===== config.mk =====
export PLATFORM = sky130hd
export DESIGN_NAME = packet_timer_flat
export DESIGN_NICKNAME = d
export VERILOG_FILES = /design/src/rtl/packet_timer_if.sv /design/src/rtl/packet_timer.sv /design/src/flat_wrapper.sv
export SDC_FILE = /design/constraint.sdc
export NUM_CORES = 1
export LEC_CHECK = 0
export CORE_AREA = 2 2 79 81
export CTS_CLUSTER_DIAMETER = 50
export DETAILED_ROUTE_END_ITERATION = 7
export DIE_AREA = 0 0 81 83
export GPL_TIMING_DRIVEN = 0
export PLACE_DENSITY = 0.72
export SLEW_MARGIN = 20
export SYNTH_ARGS = -nofsm -noshare
export SYNTH_HDL_FRONTEND = slang
export SYNTH_SLANG_ARGS = --single-unit

===== constraint.sdc =====
create_clock -name clk -period 3.5 [get_ports clk]
set_input_delay 0.875 -clock clk [delete_from_list [all_inputs] [get_ports clk]]
set_output_delay 0.875 -clock clk [all_outputs]
set_load 0.01 [all_outputs]

===== src/rtl/packet_timer_if.sv =====
// Control and strobe bundle between a packet controller (master) and packet_timer (slave).
interface packet_timer_if #(
  parameter int CLK_W = 8,
  parameter int BIT_W = 4
);
  logic             enable_timer;
  logic             abort;
  logic [CLK_W-1:0] clks_per_bit;
  logic [BIT_W-1:0] bits_per_packet;
  logic             half_offset;
  logic             shift_strobe;
  logic             packet_done;
  logic             busy;
  logic [BIT_W-1:0] bit_index;

  modport master (
    output enable_timer, abort, clks_per_bit, bits_per_packet, half_offset,
    input  shift_strobe, packet_done, busy, bit_index
  );

  modport slave (
    input  enable_timer, abort, clks_per_bit, bits_per_packet, half_offset,
    output shift_strobe, packet_done, busy, bit_index
  );
endinterface


===== src/rtl/packet_timer.sv =====
// Bit-period timer: issues one shift_strobe per bit period for a packet of
// bits_per_packet bits, optionally delaying the first strobe by half a period.
module packet_timer #(
  parameter int CLK_W = 8,
  parameter int BIT_W = 4
) (
  input  logic           clk,
  input  logic           s_rst,
  packet_timer_if.slave  tif
);

  localparam int CNT_W = CLK_W + 1;

  typedef enum logic [1:0] {
    IDLE  = 2'd0,
    COUNT = 2'd1,
    DONE  = 2'd2
  } state_t;

  state_t           state;
  logic [CNT_W-1:0] period;
  logic [CNT_W-1:0] first_target;
  logic [BIT_W-1:0] num_bits;
  logic [CNT_W-1:0] cnt;
  logic             strobe;
  logic             done;
  logic             busy_q;
  logic [BIT_W-1:0] idx;

  logic [CNT_W-1:0] eff_period;
  logic [CNT_W-1:0] eff_first;
  logic [BIT_W-1:0] eff_bits;
  logic             start;
  logic [CNT_W-1:0] elapsed;
  logic [CNT_W-1:0] target;
  logic             fire;
  logic             last_strobe;

  // NOTE: every signal assigned here gets a default first, so no path leaves it unassigned and no latch is inferred.
  always_comb begin
    eff_period  = '0;
    eff_first   = '0;
    eff_bits    = '0;
    start       = 1'b0;
    elapsed     = '0;
    target      = '0;
    fire        = 1'b0;
    last_strobe = 1'b0;

    eff_period = (tif.clks_per_bit == '0) ? CNT_W'(1) : {1'b0, tif.clks_per_bit};
    eff_first  = tif.half_offset ? (eff_period + (eff_period >> 1)) : eff_period;
    eff_bits   = (tif.bits_per_packet == '0) ? BIT_W'(1) : tif.bits_per_packet;
    start      = tif.enable_timer && (state != COUNT);

    // Elapsed cycles since the reference point (start cycle or last strobe cycle).
    elapsed = strobe ? '0 : (cnt + CNT_W'(1));
    target  = ((idx == '0) && !strobe) ? first_target : period;
    fire    = ((elapsed + CNT_W'(1)) == target);

    last_strobe = strobe && (idx == (num_bits - BIT_W'(1)));
  end

  // NOTE: state is updated with non-blocking assignments so every register samples pre-edge values.
  always_ff @(posedge clk) begin
    if (s_rst || tif.abort) begin
      state  <= IDLE;
      cnt    <= '0;
      strobe <= 1'b0;
      done   <= 1'b0;
      busy_q <= 1'b0;
      idx    <= '0;
    end else if (start) begin
      // NOTE: latched configuration is datapath only; it is always reloaded here, so reset leaves it alone.
      period       <= eff_period;
      first_target <= eff_first;
      num_bits     <= eff_bits;
      state        <= COUNT;
      cnt          <= '0;
      idx          <= '0;
      busy_q       <= 1'b1;
      done         <= 1'b0;
      strobe       <= (eff_first == CNT_W'(1));
    end else begin
      case (state)
        IDLE: begin
          cnt    <= '0;
          strobe <= 1'b0;
          done   <= 1'b0;
          busy_q <= 1'b0;
          idx    <= '0;
        end
        COUNT: begin
          if (last_strobe) begin
            state  <= DONE;
            cnt    <= '0;
            strobe <= 1'b0;
            done   <= 1'b1;
            busy_q <= 1'b0;
            idx    <= num_bits;
          end else begin
            cnt    <= elapsed;
            strobe <= fire;
            if (strobe && (idx != num_bits)) begin
              idx <= idx + BIT_W'(1);
            end
          end
        end
        DONE: begin
          state  <= IDLE;
          cnt    <= '0;
          strobe <= 1'b0;
          done   <= 1'b0;
          busy_q <= 1'b0;
          idx    <= '0;
        end
        default: begin
          state  <= IDLE;
          cnt    <= '0;
          strobe <= 1'b0;
          done   <= 1'b0;
          busy_q <= 1'b0;
          idx    <= '0;
        end
      endcase
    end
  end

  assign tif.shift_strobe = strobe;
  assign tif.packet_done  = done;
  assign tif.busy         = busy_q;
  assign tif.bit_index    = idx;

endmodule


===== src/flat_wrapper.sv =====
// flat-port wrapper written by rule: the top's interface ports become plain ports
module packet_timer_flat 
#(
  parameter int CLK_W = 8,
  parameter int BIT_W = 4
)
  (clk, s_rst, tif_enable_timer, tif_abort, tif_clks_per_bit, tif_bits_per_packet, tif_half_offset, tif_shift_strobe, tif_packet_done, tif_busy, tif_bit_index);
  packet_timer_if #(.CLK_W(CLK_W), .BIT_W(BIT_W)) tif_i ();
  input  logic clk;
  input  logic s_rst;
  input wire logic [$bits(tif_i.enable_timer)-1:0] tif_enable_timer;
  input wire logic [$bits(tif_i.abort)-1:0] tif_abort;
  input wire logic [$bits(tif_i.clks_per_bit)-1:0] tif_clks_per_bit;
  input wire logic [$bits(tif_i.bits_per_packet)-1:0] tif_bits_per_packet;
  input wire logic [$bits(tif_i.half_offset)-1:0] tif_half_offset;
  output wire logic [$bits(tif_i.shift_strobe)-1:0] tif_shift_strobe;
  output wire logic [$bits(tif_i.packet_done)-1:0] tif_packet_done;
  output wire logic [$bits(tif_i.busy)-1:0] tif_busy;
  output wire logic [$bits(tif_i.bit_index)-1:0] tif_bit_index;
  assign tif_i.enable_timer = tif_enable_timer;
  assign tif_i.abort = tif_abort;
  assign tif_i.clks_per_bit = tif_clks_per_bit;
  assign tif_i.bits_per_packet = tif_bits_per_packet;
  assign tif_i.half_offset = tif_half_offset;
  assign tif_shift_strobe = tif_i.shift_strobe;
  assign tif_packet_done = tif_i.packet_done;
  assign tif_busy = tif_i.busy;
  assign tif_bit_index = tif_i.bit_index;
  packet_timer #(.CLK_W(CLK_W), .BIT_W(BIT_W)) u_core (.clk(clk), .s_rst(s_rst), .tif(tif_i));
endmodule

# Yosys cells after proc, flatten, opt, wreduce, memory -nomap -nowiden
# Index checks and enable logic that the tools add are counted.
# W data, S select, Z words.
# totals
output_inout_bits	7
ff_bits	40
in_bits	17
# op_classes
n_bitwise	3
add_sub_neg	5
muxes	15
n_reduce_logical	17
eq_ne	9
# op_table
cell	count
$mux W9	3
$add A9 B1 Y9 const B	2
$add A9 B8 Y9	1
$eq A9 B1 Y1 const B	1
$eq A9 B9 Y1	1
$logic_not A4 Y1	2
$logic_not A8 Y1	1
$mux W4	2
$mux W8	1
$mux W1	7
$ne A2 B1 Y1 const B	3
$reduce_and A2 Y1	3
$add A4 B1 Y4 const B	1
$eq A4 B4 Y1	1
$logic_and A1 B1 Y1	4
$ne A4 B4 Y1	1
$pmux W2 S2	1
$reduce_or A4 Y1	1
$sub A4 B1 Y4 const B	1
$ne A3 B1 Y1 const B	1
$not A1 Y1	3
$reduce_or A3 Y1	1
$eq A2 B1 Y1 const B	1
$logic_not A2 Y1	1
5 further kinds	5

# Depth between registers and ports, before layout
# Gate-level depths: netlist (run 1).
# logic_depth
word_depth	7
mapped_depth	14
depth_no_buf	14

# Least setup slack after synthesis (run 1)
# Ideal clock, no wire load.
# synth_path
path_type	in2reg
startpoint	input tif_clks_per_bit[6]
endpoint	register u_core.strobe, in the netlist u_core.tif.shift_strobe
arrival_ns	3.021
path_buffers	0
setup_time_ns	0.096
required_ns	3.404
stages	12
setup_slack_ns	0.384
path_cell_list	inv_1 > ha_1 > nand4_4 > nand2_1 > fa_1 > nor2b_1 > o21ai_1 > a21oi_2 > nor2_1 > mux2_2 > or3_1 > o41ai_2
# synth_via
elab_chain_cells	6
# synth_lines
element	line_no	text
from (decl)	flat_wrapper.sv:13	input wire logic [$bits(tif_i.clks_per_bit)-1:0] tif_clks_per_bit;
$logic_not A8 Y1 (*)	packet_timer.sv:50	eff_period = (tif.clks_per_bit == '0) ? CNT_W'(1) : {1'b0, tif.clks_per_bit};
$mux W8 (*)	packet_timer.sv:50	
$add A9 B8 Y9	packet_timer.sv:51	eff_first = tif.half_offset ? (eff_period + (eff_period >> 1)) : eff_period;
$mux W9 (*)	packet_timer.sv:51	
net u_core.eff_first[4]	packet_timer.sv:31	logic [CNT_W-1:0] eff_first;
$eq A9 B1 Y1 (*)	packet_timer.sv:82	strobe <= (eff_first == CNT_W'(1));
$mux W1 (*)	packet_timer.sv:72	end else if (start) begin
to (signal assigned)	packet_timer.sv:82	
to (signal assigned)	packet_timer.sv:102	strobe <= fire;
to (decl)	packet_timer.sv:25	logic strobe;
# The timed path passes the listed nets; every way through them passes the cells marked *.
# A chain may end at the register's enable or synchronous reset.

# Final worst setup path (run 1)
# layout_path
startpoint	input tif_clks_per_bit[2]
endpoint	register u_core.strobe, in the netlist u_core.tif.shift_strobe
# layout_via
elab_chain_cells	6
# layout_lines
element	line_no	text
$logic_not A8 Y1	packet_timer.sv:50	
$mux W8 (*)	packet_timer.sv:50	
net u_core.eff_period[2]	packet_timer.sv:30	logic [CNT_W-1:0] eff_period;
$add A9 B8 Y9	packet_timer.sv:51	
$mux W9 (*)	packet_timer.sv:51	
$eq A9 B1 Y1 (*)	packet_timer.sv:82	
$mux W1 (*)	packet_timer.sv:72	
# Marked as above.

==> flow_summary_export.csv, run 1 <==
group,metric,value,unit
status,status,"finished clean",
power_and_ir_drop,leakage,1.304,nW
worst_hold_path,hold_path.class,"reg2reg",
timing,hold_viol_final,0,
power_and_ir_drop,clkPwrFrac,0.314,
timing,grt_setup_unrepaired,"no",
grt,grt_first_pass_wirelength,7872,um
logic_synthesis,synth.area.top_cells,"edfxtp_1 25%, dfxtp_1 14%, ha_1 7.3%",
logic_synthesis,avgSynthCellArea,9.865,um2
drt,drt_iter0_drc,69,
floorplanning,rows,28,
floorplanning,die_y,83,um
setup_path,crit_family,"compound AO/OA/AOI/OAI gates",
placement,dp_hpwl,3368,um
drt,firstDrtPassIters,4,
logic_synthesis,synth.yosys.seq_area_share,0.3879,
timing,tightest_slew,1015,ps
power_and_ir_drop,p_per_area,302.2,nW/um2
finish,layout-drive-gt1-share,0.1336,
finish,final_core_util,0.5194,
setup_path,worstPathMaxFanout,5,
power_and_ir_drop,switching_share,0.2325,
logic_synthesis,ys_warn_count,0,
drt,drc,0,
clock_tree,cts_tree,"done",
logic_synthesis,synth_top_cell_area_share,0.2468,
power_and_ir_drop,power_frac_comb,0.140,
setup_path,reg2reg_from,"u_core.cnt[0]",
timing,finalSetupViolations,0,
placement,port_buffers,23,
clock_tree,cts_buffers,5,
timing,slew_headroom,0.3236,
power_and_ir_drop,internal-power,0.7005,mW
logic_synthesis,synthesis.nets,292,
clock_tree,clk-insertion-delay-late,280,ps
floorplanning,fp.dieW,81,um
drt,vias,1843,
timing,min_period,3282,ps
setup_path,worstSetupStartpointType,"input port",
placement,place.gp.congestion,0.7458,
setup_path,reg2reg_slack,980,ps
timing,fin_hold_ws,461.3,ps
drt,viasPerCell,5.022,
setup_path,critical_path_class,"in2reg",
setup_path,ff2ff_path_depth,9,
logic_synthesis,syn_area,2555,um2
timing,fin_tns_setup,0,ps
drt,drtAntennaViolNets,0,
setup_path,crit_path_start,"tif_clks_per_bit[2]",
floorplanning,die_area,6723,um2
power_and_ir_drop,ir_worst_vdd,0.1473,mV
finish,n_antenna_cell,0,
clock_tree,clockBufferDepth,2,
timing,drv_slew,0,
grt,grt_pass1_vias,1831,
finish,finalNetCount,324,
timing,fmax,0.3047,GHz
drt,wl_per_cell,12.02,um
logic_synthesis,yosysTopAreaCell,"edfxtp_1",
job,cap_violations,0,
power_and_ir_drop,p_seq_frac,0.546,
logic_synthesis,synth_edf_count,21,
clock_tree,root_buffer,"clkbuf_8",
finish,area_growth,18.22,%
clock_tree,htree_num_levels,2,
floorplanning,core,5816,um2
setup_path,r2r-end,"u_core.tif.shift_strobe",
setup_path,worstPathCellList,"dlygate4sd2_1 -> inv_1 -> ha_2 -> nand4_4 -> nand2_4 -> inv_1 -> ha_1 -> a31o_1 -> a21oi_2 -> nor2b_1 -> o21a_1 -> nor2_1 -> xnor2_1 -> a211o_1 -> o41ai_2",
setup_path,crit_slowest_cell,"o41ai_2",
setup_path,path_common_cell,"inv_1",
floorplanning,boundaryPins,24,
clock_tree,cts.sinks,39,
logic_synthesis,synth-main-ff-cell,"edfxtp_1",
grt,track_usage,0.1457,
logic_synthesis,synth_seq_cells,39,
setup_path,cp_slowest_stage_delay,330,ps
logic_synthesis,synth_cells,259,
grt,gr-total-overflow,0,
grt,antenna_found_initial,0,
clock_tree,postCtsHoldBufs,0,
drt,wl,4411,um
setup_path,path_buf_inv,3,
setup_path,worstPathRequired,3690,ps
timing,finalCritPeriodShare,0.9378,
setup_path,critPathCaptureType,"flop",
logic_synthesis,async_flop_share,0,
floorplanning,initial_core_util,0.4393,
clock_tree,clk_pin_slew_worst_paths,70,ps
grt,grt_max_degree,25,
logic_synthesis,synthDistinctLibCells,59,
worst_hold_path,holdPathStages,2,
setup_path,arrival,3470,ps
timing,fin_skew,8.269,ps
worst_hold_path,worstHoldStart,"u_core.tif.busy",
worst_hold_path,min_to,"u_core.tif.busy",
power_and_ir_drop,p_switching,0.2122,mW
[sequential cells by signal, indices dropped and copies added (netlist names)]
name / count
u_core.first_target: 9
u_core.tif.busy: 1
u_core.period: 8
u_core.cnt: 9
u_core.state: 2
u_core.tif.bit_index: 4
u_core.num_bits: 4
u_core.tif.packet_done: 1
u_core.tif.shift_strobe: 1
[worst min-delay path, delay by kind of cell, from the launching register on]
kind | cells | cell delay [ps]
compound gates | 1 | 60
buf+inv | 1 | 50
flops | 1 | 310
[power groups by stage]
stage | Clock, mW | Combinational, mW | Sequential, mW
floorplan | 0 | 0.0856 | 0.508
global placement | 0 | 0.121 | 0.509
detailed placement | 0 | 0.124 | 0.509
CTS | 0.294 | 0.127 | 0.499
global route | 0.316 | 0.145 | 0.499
finish | 0.286 | 0.128 | 0.499
[placed cells by master (no fill, tap or decap), types with 2 or more instances in the layout]
cell type,netlist,final
xor2_1,16,16
xnor2_1,14,14
nor2b_1,9,8
nor2_1,21,21
clkbuf_1,4,6
o21a_1,3,3
mux2_2,3,3
nor3_1,5,5
nand2b_1,7,7
buf_4,1,3
and3_1,4,4
a21oi_2,2,2
nand3_1,6,6
or2_2,2,2
inv_1,23,22
o21ai_0,6,4
mux2i_1,13,13
a21oi_1,4,4
dfxtp_1,18,18
ha_2,0,3
nand2_1,12,11
buf_2,5,5
ha_1,15,12
a21o_1,3,3
dlymetal6s2s_1,0,7
clkbuf_8,0,5
o211ai_1,2,2
edfxtp_1,21,21
o21ai_1,1,2
and2_1,3,3
nor3b_1,2,2
nand4b_1,3,3
clkdlybuf4s50_1,0,15
[worst max path at each step]
stage / end / slack, ps / cells after the start
after detailed placement: u_core.tif.shift_strobe / -440 / 13
after global routing: u_core.tif.shift_strobe / 60 / 15
after global placement: u_core.tif.shift_strobe / -360 / 13
after floorplan: u_core.tif.shift_strobe / 380 / 12
after CTS: u_core.tif.shift_strobe / 10 / 13
final: u_core.tif.shift_strobe / 220 / 15
[cells by family after synthesis]
family | synth area share
simple gates | 0.1993
compound gates | 0.09305
xor+xnor | 0.1117
mux | 0.07002
buf+inv | 0.05680
fa+ha+maj | 0.08129
flops | 0.3879
[final cells by class]
| type | count | area, um2 |
|---|---|---|
| multi-input combinational | 186 | 1448 |
| fill | 567 | 2795 |
| clock inverter | 1 | 5.005 |
| clock buffer | 7 | 76.32 |
| buffer | 11 | 58.81 |
| timing repair buffer | 25 | 261.5 |
| inverter | 23 | 86.33 |
| sequential | 39 | 991.0 |
| tap | 75 | 93.84 |
[through the flow]
| stage | setup slack, ps | cell area, um2 | power [mW] | std cells |
|---|---|---|---|---|
| 2_1_floorplan | 383.7 | 2555 | 0.5939 | 259 |
| 3_3_place_gp | -355.5 | 2879 | 0.6297 | 357 |
| 3_5_place_dp | -439.9 | 2879 | 0.6329 | 357 |
| 4_1_cts | 13.69 | 2975 | 0.9196 | 365 |
| 5_1_grt | 59.72 | 3020 | 0.9597 | 367 |
| 6_report | 217.6 | 3020 | 0.9127 | 367 |
[metal layers]
layer  vias to the layer above  track usage  wire [um]
met5                         -            0          0
met3                         2      0.02717        122
met2                        29       0.2487       2273
li1                        952            -          -
met4                         0      0.04777         36
met1                       860       0.1824       1979
[cells in the mapped netlist, types with 5 or more instances]
cell      instances
buf_2             5
dfxtp_1          18
edfxtp_1         21
ha_1             15
inv_1            23
mux2i_1          13
nand2_1          12
nand2b_1          7
nand3_1           6
nor2_1           21
nor2b_1           9
nor3_1            5
o21ai_0           6
xnor2_1          14
xor2_1           16
[what timing repair did]
action / 4_1_cts / 5_1_grt
gates resized for setup: 7 / 13
pin swaps: 0 / 6
buffers inserted: 0 / 2
setup endpoints to repair: 1 / 1
cloned: 0 / 0
Power figures use the tool's default switching activity.
==> run 2: changes to the inputs <==
- CORE_AREA: 2 2 79 81 -> 2 2 67 95
- DIE_AREA: 0 0 81 83 -> 0 0 69 97
- DONT_BUFFER_PORTS: default -> 1
- PLACE_DENSITY: 0.72 -> 0.6
==> flow_summary_export.csv, run 2 (synthesis results as in run 1) <==
group,metric,value,unit
clock_tree,cts.sinks,39,
floorplanning,boundaryPins,24,
timing,fin_skew,6.458,ps
setup_path,path_buf_inv,1,
power_and_ir_drop,p_seq_frac,0.514,
clock_tree,cts_buffers,5,
drt,firstDrtPassIters,4,
finish,fin_area,2755,um2
floorplanning,fp.dieW,69,um
finish,sequential_cell_area,991.0,um2
grt,grt_first_pass_wirelength,7452,um
power_and_ir_drop,power_frac_comb,0.102,
finish,area_growth,7.835,%
floorplanning,rows,33,
setup_path,worstSetupStartpointType,"input port",
clock_tree,postCtsHoldBufs,0,
timing,hold_viol_final,0,
timing,fmax,0.3278,GHz
timing,finalSetupViolations,0,
timing,finalCritPeriodShare,0.8717,
power_and_ir_drop,clkPwrFrac,0.384,
grt,track_usage,0.1361,
drt,wl,4263,um
power_and_ir_drop,internal-power,0.7540,mW
clock_tree,clk_pin_slew_worst_paths,80,ps
setup_path,reg2reg_slack,1030,ps
timing,grt_setup_unrepaired,"no",
floorplanning,die_area,6693,um2
status,status,"finished clean",
setup_path,crit_slowest_cell,"fa_1",
placement,dp_hpwl,3366,um
drt,drc,0,
placement,port_buffers,0,
drt,drt_iter0_drc,64,
clock_tree,htree_num_levels,2,
finish,n_antenna_cell,0,
power_and_ir_drop,leakage,1.161,nW
drt,viasPerCell,5.190,
drt,drtAntennaViolNets,0,
placement,place.gp.congestion,0.7187,
grt,gr-total-overflow,0,
finish,finalNetCount,299,
power_and_ir_drop,ir_worst_vdd,0.1795,mV
clock_tree,postCtsSetupRepairBufs,0,
grt,antenna_found_initial,0,
floorplanning,initial_core_util,0.4420,
finish,layout-drive-gt1-share,0.1124,
clock_tree,root_buffer,"clkbuf_8",
timing,tightest_slew,1059,ps
power_and_ir_drop,p_per_area,352.5,nW/um2
setup_path,worstPathCellList,"inv_1 -> ha_1 -> nand4_4 -> nand2_1 -> fa_1 -> nor2b_1 -> o21ai_1 -> a21oi_2 -> nor2_1 -> mux2_2 -> or3_1 -> o41ai_2",
drt,vias,1749,
clock_tree,clockBufferDepth,2,
timing,fin_tns_setup,0,ps
setup_path,arrival,3250,ps
job,cap_violations,0,
clock_tree,cts_tree,"done",
grt,grt_pass1_vias,1746,
setup_path,crit_family,"simple AND/OR/NAND/NOR gates",
timing,min_period,3051,ps
setup_path,worstPathRequired,3700,ps
floorplanning,core,5781,um2
placement,placed_cell_area,2643,um2
clock_tree,cts_resized,0,
finish,mostFrequentLayoutCell,"inv_1",
setup_path,critPathCaptureType,"flop",
power_and_ir_drop,p_switching,0.2171,mW
setup_path,critical_path_class,"in2reg",
finish,top_regs,"u_core.cnt: 9 flops, u_core.first_target: 9 flops, u_core.period: 8 flops",
power_and_ir_drop,switching_share,0.2235,
grt,grt_max_degree,25,
timing,drv_slew,0,
worst_hold_path,hold_path.class,"reg2reg",
finish,final_cell_mix,"23 x inv_1, 21 x nor2_1, 21 x edfxtp_1",
setup_path,cp_slowest_stage_delay,440,ps
finish,multi_input_area,1419,um2
setup_path,worstPathMaxFanout,7,
timing,slew_headroom,0.2849,
floorplanning,die_y,97,um
finish,fillers,555,
drt,wl_per_cell,12.65,um
clock_tree,clk-insertion-delay-late,290,ps
## run 2: cell count changes in the layout (fill, tap and decap cells not counted), sizes merged, moves of 2 or more
cell / before / now
buf: 9 / 7
clkdlybuf4s50: 15 / 0
clkbuf: 11 / 9
dlymetal6s2s: 7 / 0
## run 2: path summary, 6_finish.rpt
check        cells after the start                 from                       to
min                              2      u_core.tif.busy          u_core.tif.busy
max                             12  tif_clks_per_bit[6]  u_core.tif.shift_strobe
min reg2reg                      2      u_core.tif.busy          u_core.tif.busy
max reg2reg                      9        u_core.cnt[0]  u_core.tif.shift_strobe
## run 2: power by group through the flow
stage / Combinational (mW) / Sequential, mW / Clock [mW]
floorplan: 0.0856 / 0.508 / 0
global placement: 0.0993 / 0.509 / 0
detailed placement: 0.101 / 0.510 / 0
CTS: 0.102 / 0.499 / 0.383
global route: 0.114 / 0.500 / 0.404
finish: 0.0995 / 0.499 / 0.373
## run 2: cell type report
type | instances | share of cell area
Inverter | 23 | 0.03134
Multi-Input combinational cell | 186 | 0.5150
Sequential cell | 39 | 0.3597
Clock inverter | 3 | 0.01589
Clock buffer | 5 | 0.02498
Buffer | 11 | 0.02134
Tap cell | 70 | 0.03179
## run 2: stage by stage
stage / total power [mW] / hold slack, ps / instances / utilization / setup slack [ps]
after CTS: 0.9833 / 516.7 / 337 / 0.4766 / 424.0
after floorplan: 0.5939 / 482.6 / 259 / - / 383.7
after global routing: 1.017 / 557.1 / 337 / 0.4766 / 248.5
after global placement: 0.6086 / 495.0 / 329 / 0.4571 / 109.9
final: 0.9711 / 508.3 / 337 / 0.4766 / 449.1
after detailed placement: 0.6107 / 505.2 / 329 / 0.4571 / 132.5
## run 2: worst reg2reg max path: cells and delay by family, from the launching register on
family / cells / cell delay, ps
AND/OR/NAND/NOR: 4 / 690
adder cells (fa/ha/maj): 2 / 510
flip-flops: 1 / 470
AO/OA/AOI/OAI: 2 / 380
XOR/XNOR: 1 / 320
## run 2: routing by layer
layer	track usage	vias up	routed length, um
li1	-	901	-
met2	0.2552	23	2314
met3	0.02292	6	129
met5	0	-	0
met1	0.1467	819	1729
met4	0.05882	0	89
==> run 3: changes to the inputs <==
- PLACE_DENSITY: 0.6 -> 0.67
- RECOVER_POWER: default -> 100
==> flow_summary_export.csv, run 3 (synthesis results as in run 1) <==
group,metric,value,unit
status,status,"finished clean",
timing,fmax,0.3204,GHz
power_and_ir_drop,p_per_area,334.1,nW/um2
power_and_ir_drop,ir_worst_vdd,0.1730,mV
drt,wl,4298,um
grt,antenna_found_initial,0,
setup_path,worstPathMaxFanout,7,
placement,placed_cells,329,
timing,slew_headroom,0.3198,
worst_hold_path,worstHoldStart,"u_core.tif.busy",
placement,place_ws,108.3,ps
power_and_ir_drop,p_total,0.9096,mW
setup_path,path_buf_inv,2,
setup_path,reg2reg_from,"u_core.num_bits[1]",
floorplanning,boundaryPins,24,
finish,n_antenna_cell,0,
clock_tree,postCtsSetupRepairBufs,0,
finish,area_growth,6.562,%
clock_tree,clk-insertion-delay-late,290,ps
setup_path,critical_path_class,"in2reg",
floorplanning,die_area,6693,um2
drt,wl_per_cell,12.75,um
placement,place.gp.congestion,0.7929,
finish,fin_area,2723,um2
setup_path,worstSetupStartpointType,"input port",
timing,grt_setup_unrepaired,"no",
grt,grt_pass1_vias,1837,
drt,drtAntennaViolNets,0,
drt,vias,1750,
timing,fin_tns_setup,0,ps
placement,port_buffers,0,
clock_tree,cts.sinks,39,
finish,finalNetCount,299,
worst_hold_path,min_to,"u_core.tif.busy",
clock_tree,clk_pin_slew_worst_paths,80,ps
drt,drc,0,
setup_path,r2r-end,"u_core.tif.shift_strobe",
finish,layout-drive-gt1-share,0.09363,
floorplanning,die_y,97,um
timing,finalSetupViolations,0,
floorplanning,initial_core_util,0.4420,
finish,final_core_util,0.4710,
timing,hold_viol_final,0,
job,cap_violations,0,
finish,final_cell_mix,"23 x inv_1, 21 x nor2_1, 21 x edfxtp_1",
grt,grt_max_degree,25,
setup_path,worstPathCellList,"inv_1 -> ha_1 -> nand4_4 -> nand2_1 -> inv_1 -> ha_1 -> a31o_1 -> a21oi_1 -> nor2b_1 -> o21a_1 -> o21ai_0 -> a21oi_1 -> xor2_1 -> o41ai_2",
timing,tightest_slew,1020,ps
timing,min_period,3121,ps
timing,fin_hold_ws,510.5,ps
timing,drv_slew,0,
power_and_ir_drop,leakage,1.137,nW
setup_path,crit_family,"compound AO/OA/AOI/OAI gates",
clock_tree,htree_num_levels,2,
setup_path,ff2ff_path_depth,10,
floorplanning,core,5781,um2
setup_path,arrival,3330,ps
worst_hold_path,hold_path.class,"reg2reg",
drt,drt_iter0_drc,51,
clock_tree,cts_resized,0,
finish,fin_cells,337,
setup_path,reg2reg_slack,750,ps
placement,dp_hpwl,3403,um
setup_path,crit_path_start,"tif_clks_per_bit[6]",
floorplanning,rows,33,
grt,grt_first_pass_wirelength,7810,um
worst_hold_path,holdPathStages,2,
setup_path,critPathCaptureType,"flop",
timing,fin_ws,379.0,ps
setup_path,cp_slowest_stage_delay,320,ps
drt,firstDrtPassIters,4,
floorplanning,fp.dieW,69,um
clock_tree,cts_tree,"done",
clock_tree,clockBufferDepth,2,
placement,placed_cell_area,2643,um2
grt,track_usage,0.1410,
clock_tree,root_buffer,"clkbuf_8",
grt,gr-total-overflow,0,
clock_tree,postCtsHoldBufs,0,
timing,finalCritPeriodShare,0.8917,
setup_path,crit_slowest_cell,"o41ai_2",
drt,viasPerCell,5.193,
clock_tree,cts_buffers,5,
finish,top_regs,"u_core.cnt: 9 flops, u_core.first_target: 9 flops, u_core.period: 8 flops",
setup_path,worstPathRequired,3710,ps
finish,mostFrequentLayoutCell,"inv_1",
timing,fin_skew,5.301,ps
==> run 3: final cells by class <==
type,instances,area (um2)
Sequential cell,39,991.0
Tap cell,70,87.58
Clock inverter,3,23.77
Buffer,11,57.56
Clock buffer,5,68.82
Inverter,23,86.33
Multi-Input combinational cell,186,1408
Fill cell,578,3058
==> run 3: where the power goes <==
group          total, mW  internal (mW)  leakage, nW  switching, mW
combinational     0.0980         0.0455        0.759         0.0525
sequential         0.499          0.495        0.337        0.00391
clock              0.313          0.142       0.0408          0.170
==> run 3: worst max-delay path by stage <==
stage | depth (start not counted) | end | slack [ps]
finish | 14 | u_core.tif.shift_strobe | 380
global route | 14 | u_core.tif.shift_strobe | 110
CTS | 14 | u_core.tif.shift_strobe | 420
detailed placement | 14 | u_core.tif.shift_strobe | 110
global placement | 12 | u_core.tif.shift_strobe | 130
floorplan | 12 | u_core.tif.shift_strobe | 380
==> run 3: worst reg2reg max path, delay by kind of cell, from the launching register on <==
family,cells,cell delay (ps)
simple gates,4,1100
compound gates,2,240
flops,1,430
fa+ha+maj,1,280
buf+inv,2,440
xor+xnor,1,140
==> run 3: routing by layer <==
metal,track usage,vias to the layer above,part of all wire
met5,0,-,0
met4,0.06335,0,0.018
met3,0.01979,5,0.029
met2,0.2744,29,0.56
met1,0.1444,811,0.40
li1,-,905,-
